File: src/rtl/mavg_ctrl.sv
// mavg_ctrl: sequencing controller for the moving-average filter.
// Admits one sample at a time, waits out the filter latency,
// suppresses results until the window has filled, and applies
// window changes at sample boundaries by flushing the filter.
//
// Ports:
//   clk, nRST             clock, async active-low reset
//   cfg_win, cfg_load     window request and one-cycle load strobe
//   up_valid/ready/data   upstream sample handshake
//   dn_valid/ready/data   downstream result handshake
//   f_data_in, f_e_in     sample and enable pulse to the filter
//   f_mask, f_nrst        window size and active-low flush to filter
//   f_data_out            result from the filter
//   win_full              window has filled since the last flush
//   busy                  controller is not idle
module mavg_ctrl #(
    parameter int WIDTH       = 10,
    parameter int MAX_WIN     = 256,
    parameter int DEF_WIN     = 4,
    parameter int FILTER_LAT  = 1,
    parameter int FLUSH_CYC   = 2,
    parameter bit EMIT_WARMUP = 1'b0
) (
    input  logic             clk,
    input  logic             nRST,
    input  logic [9:0]       cfg_win,
    input  logic             cfg_load,
    input  logic             up_valid,
    output logic             up_ready,
    input  logic [WIDTH-1:0] up_data,
    output logic             dn_valid,
    input  logic             dn_ready,
    output logic [WIDTH-1:0] dn_data,
    output logic [WIDTH-1:0] f_data_in,
    output logic             f_e_in,
    output logic [9:0]       f_mask,
    output logic             f_nrst,
    input  logic [WIDTH-1:0] f_data_out,
    output logic             win_full,
    output logic             busy
);

    typedef enum logic [1:0] {
        S_FLUSH,
        S_IDLE,
        S_WAIT,
        S_OUT
    } state_t;

    localparam int         CW    = 8;
    localparam logic [9:0] MAXW  = 10'(MAX_WIN);
    localparam logic [9:0] DEFW  = 10'(DEF_WIN);
    localparam logic [CW-1:0] FLUSH_LD = CW'(FLUSH_CYC);
    localparam logic [CW-1:0] LAT_LD   = CW'(FILTER_LAT);

    state_t           r_state;
    logic [CW-1:0]    r_cnt;
    logic [9:0]       r_win;
    logic [9:0]       r_pend_win;
    logic             r_pend;
    logic [9:0]       r_fill;
    logic             r_f_nrst;
    logic             r_f_e;
    logic [WIDTH-1:0] r_f_din;
    logic             r_dn_valid;
    logic [WIDTH-1:0] r_dn_data;

    logic             w_up_ready;
    logic             w_accept;
    logic [9:0]       w_cfg_clamp;
    logic [9:0]       w_fill_nxt;

    always_comb begin
        w_cfg_clamp = cfg_win;
        if (cfg_win == 10'd0)
            w_cfg_clamp = 10'd1;
        else if (cfg_win > MAXW)
            w_cfg_clamp = MAXW;
    end

    // A load in flight blocks admission so the new window
    // is applied before the next sample enters the filter.
    assign w_up_ready = (r_state == S_IDLE) & ~r_pend & ~cfg_load;
    assign w_accept   = up_valid & w_up_ready;
    assign w_fill_nxt = (r_fill >= r_win) ? r_win : r_fill + 10'd1;

    always_ff @(posedge clk or negedge nRST) begin
        if (!nRST) begin
            r_state    <= S_FLUSH;
            r_cnt      <= FLUSH_LD;
            r_win      <= DEFW;
            r_pend_win <= DEFW;
            r_pend     <= 1'b0;
            r_fill     <= 10'd0;
            r_f_nrst   <= 1'b0;
            r_f_e      <= 1'b0;
            r_f_din    <= '0;
            r_dn_valid <= 1'b0;
            r_dn_data  <= '0;
        end else begin
            r_f_e <= 1'b0;
            if (cfg_load) begin
                r_pend     <= 1'b1;
                r_pend_win <= w_cfg_clamp;
            end
            case (r_state)
                S_FLUSH: begin
                    if (r_cnt <= CW'(1)) begin
                        r_state  <= S_IDLE;
                        r_f_nrst <= 1'b1;
                    end else begin
                        r_cnt <= r_cnt - CW'(1);
                    end
                end
                S_IDLE: begin
                    if (r_pend) begin
                        r_state  <= S_FLUSH;
                        r_cnt    <= FLUSH_LD;
                        r_f_nrst <= 1'b0;
                        r_win    <= r_pend_win;
                        r_fill   <= 10'd0;
                        // a same-cycle load stays pending
                        if (!cfg_load)
                            r_pend <= 1'b0;
                    end else if (w_accept) begin
                        r_f_din <= up_data;
                        r_f_e   <= 1'b1;
                        r_fill  <= w_fill_nxt;
                        r_cnt   <= LAT_LD;
                        r_state <= S_WAIT;
                    end
                end
                S_WAIT: begin
                    if (r_cnt == '0) begin
                        r_dn_data <= f_data_out;
                        if (r_fill == r_win || EMIT_WARMUP) begin
                            r_dn_valid <= 1'b1;
                            r_state    <= S_OUT;
                        end else begin
                            r_state <= S_IDLE;
                        end
                    end else begin
                        r_cnt <= r_cnt - CW'(1);
                    end
                end
                S_OUT: begin
                    if (dn_ready) begin
                        r_dn_valid <= 1'b0;
                        r_state    <= S_IDLE;
                    end
                end
                default: r_state <= S_FLUSH;
            endcase
        end
    end

    assign up_ready  = w_up_ready;
    assign dn_valid  = r_dn_valid;
    assign dn_data   = r_dn_data;
    assign f_data_in = r_f_din;
    assign f_e_in    = r_f_e;
    assign f_mask    = r_win;
    assign f_nrst    = r_f_nrst;
    assign win_full  = (r_fill == r_win);
    assign busy      = (r_state != S_IDLE);

endmodule

File: config.mk
export PLATFORM = sky130hd
export DESIGN_NAME = mavg_ctrl
export DESIGN_NICKNAME = d
export VERILOG_FILES = /design/src/rtl/mavg_ctrl.sv
export SDC_FILE = /design/constraint.sdc
export NUM_CORES = 1
export LEC_CHECK = 0
export BUFFER_PORTS_ARGS = -buffer_cell sky130_fd_sc_hd__buf_2
export CORE_UTILIZATION = 59
export CTS_BUF_LIST = sky130_fd_sc_hd__clkbuf_4 sky130_fd_sc_hd__clkbuf_8 sky130_fd_sc_hd__clkbuf_16
export DETAILED_ROUTE_END_ITERATION = 6
export GPL_TIMING_DRIVEN = 0
export PLACE_DENSITY_LB_ADDON = 0.08
export SYNTH_ARGS = -nofsm -noshare
export SYNTH_HDL_FRONTEND = slang
export SYNTH_SLANG_ARGS = --single-unit
File: constraint.sdc
create_clock -name clk -period 3.99 [get_ports clk]
set_input_delay 0.1995 -clock clk [delete_from_list [all_inputs] [get_ports clk]]
set_output_delay 0.1995 -clock clk [all_outputs]
set_load 0.05 [all_outputs]
==> summary.txt <==
Outcome = finished, final reports clean
Layout Skew = 0.00657 ns
Starting Density = 0.616
Ys Warns = 0
Maximum VDD drop = 0.555 mV
Post-route antenna net violation count = 0
Overflow after GRT = 0
Synth Register Bits = 64
TNS Setup = 0 ns
Syn avg cell area = 9.87 um^2
Synth top area cells = dfrtp_1 (44%), nand2_1 (8.3%), ha_1 (6.6%)
Post-synth top area cell = dfrtp_1
Total Wirelength = 7400 um
Gr usage total = 0.266
Clk sinks = 64
Fill cell count = 427
Synth top area share = 0.444
Final Hold Fails = 0
Hpwl dp = 5350 um
RSZ-0062 raised after global routing = false
Relative slew slack = 0.188
Max-slew violation count = 0
Critical path arrival = 2.49 ns
Slew @ Worst Pin = 1.21 ns
PD cells = 865 nW/um^2
Vias in the first global route = 2698
Power, Total = 3560 uW
Final cycle utilization of the critical path = 0.565
First-pass iteration count of the detailed router = 4
CP required = 4.22 ns
Post-synth ARST share = 1.00
Vert. Die Dim = 78.3 um
Skew-Pair Late Insertion Delay = 0.34 ns
# setup viols final = 0
Period minus WS final = 2.25 ns
Ys flop type = dfrtp_1
CTS tree = built
Placer Congestion = 0.840
Synthesized cell area = 3440 um^2
Synth cell types = 46
Routed WL per cell = 14.6 um
Worst Setup Start Kind = register
# DRC = 0
Max clock buf depth = 2
Peak Freq = 444 MHz
N_diodes = 0
CTS clk-pin slew, worst paths = 0.08 ns
Area growth syn-to-layout = 19.8%
Seq/Total Area, Yosys = 0.467
CORE AREA = 5570 um^2
Layout cell share with drive strength beyond 1 = 0.292
Vias per std cell = 5.47
Top-count cell post-synth = nand2_1
First-pass GRT wire length = 12600 um
Leak = 0.00201 uW
Chip width = 78.3 um
Max_cap viols = 0
Port bufs = 70
Worst Setup End Kind = register
Final net count = 483
Syn_nets = 401
Die area = 6130 um^2
CTS Buf Count = 9
Row Count = 27
Sequential Area = 1610 um^2
Total number of vias = 2774
CTS H-tree depth = 3
CP Max Fanout = 10
Cells after synthesis = 348
Worst setup path category = reg2reg
Footprint of the multi-input gates = 1680 um^2
Initial DRC Count = 84
Post CTS Setup Buffer Count = 0
Hold Path Class = in2reg
CTS root buffer = clkbuf_8
Initial antenna violation count = 0
Post-synth top cells = nand2_1 (76), dfrtp_1 (61), inv_1 (24)
Largest net degree at the start of global routing = 65
Ports = 71
EDFF count, synth = 0
-- layout make-up --
type | instances | area share
clock buffers | 9 | 0.0301
plain buffers | 11 | 0.0122
well taps | 72 | 0.0219
multi-input cells | 247 | 0.409
inverters | 26 | 0.0237
repair buffers | 71 | 0.0882
clock inverters | 7 | 0.0249
flip-flops and latches | 64 | 0.390
-- registers in the layout, summed over array words and instances, names as in the netlist --
| signal | count |
|---|---|
| dn_data | 10 |
| dn_valid | 1 |
| f_data_in | 10 |
| f_e_in | 1 |
| f_mask | 10 |
| f_nrst | 1 |
| r_cnt | 8 |
| r_fill | 10 |
| r_pend | 1 |
| r_pend_win | 10 |
| r_state | 2 |
-- cells in the final DEF, fill, tap and decap left out, drive strengths merged, types with 3 or more instances in the layout --
cell | synthesis | final
dfrtp | 61 | 61
mux2 | 15 | 15
and2 | 6 | 6
nand3 | 10 | 10
o21ai | 28 | 28
nor2 | 15 | 15
xnor2 | 4 | 4
nand2 | 76 | 76
clkbuf | 8 | 17
inv | 26 | 28
dfstp | 3 | 3
ha | 18 | 18
o311ai | 9 | 9
nor3 | 5 | 5
nand4 | 13 | 13
a21oi | 13 | 13
nor2b | 7 | 7
nor4 | 5 | 5
xor2 | 4 | 4
buf | 3 | 73
-- routing by layer --
layer | GRT usage | up-vias | routed length, um
met2 | 0.454 | 68 | 3700
li1 | - | 1363 | -
met3 | 0.0663 | 5 | 342
met1 | 0.342 | 1338 | 3300
met4 | 0.0630 | 0 | 56
met5 | 0 | - | 0
-- worst max-delay path: stages (launching register included) --
cell and delay (ns):
dfstp_2 0.54, inv_1 0.07, ha_1 0.30, nand4_2 0.11, nor3_4 0.07, nor4_1 0.33, clkbuf_1 0.40, nand4_1 0.19
o311ai_2 0.13
-- path summary, 6_finish.rpt --
path | slack (ns) | cells past startpoint | endpoint | start
worst min register to register | 0.47 | 2 | f_data_in[1] | f_data_in[1]
worst min-delay path | 0.05 | 3 | f_data_in[7] | up_data[7]
min in group asynchronous | 0.49 | 2 | dn_valid | nRST
max in group asynchronous | 2.96 | 2 | f_mask[3] | nRST
worst max register to register | 1.74 | 8 | r_fill[7] | f_mask[2]
worst max-delay path | 1.74 | 8 | r_fill[7] | f_mask[2]
-- logic make-up after synthesis --
| family | Yosys count | share of synthesized area |
|---|---|---|
| xor+xnor | 8 | 0.0204 |
| compound gates | 63 | 0.137 |
| buf+inv | 37 | 0.0430 |
| mux | 16 | 0.0630 |
| fa+ha+maj | 18 | 0.0656 |
| flops | 64 | 0.467 |
| simple gates | 142 | 0.204 |
-- report_power, final --
part | total [uW] | leakage, uW | internal (uW) | switching, uW
registers | 1040 | 0.000817 | 869 | 171
logic | 1890 | 0.00108 | 567 | 1330
clock network | 626 | 0.000110 | 358 | 268
-- repair_timing --
item | in CTS | in global routing
hold buffers | 1 | 0
endpoints found under the hold margin | 61 | 0
gates resized for setup | 0 | 0
-- per-stage QoR --
stage	util	hold WS, ns	setup slack (ns)	cells	instance area (um^2)
floorplan	-	-0.0961	1.49	348	3440
global placement	0.695	0.389	1.78	490	3880
detailed placement	0.696	0.347	1.77	490	3880
CTS	0.738	0.0318	1.70	507	4120
global route	0.738	0.0272	1.53	507	4120
finish	0.738	0.0467	1.74	507	4120
(Power assumes the default switching activity.)
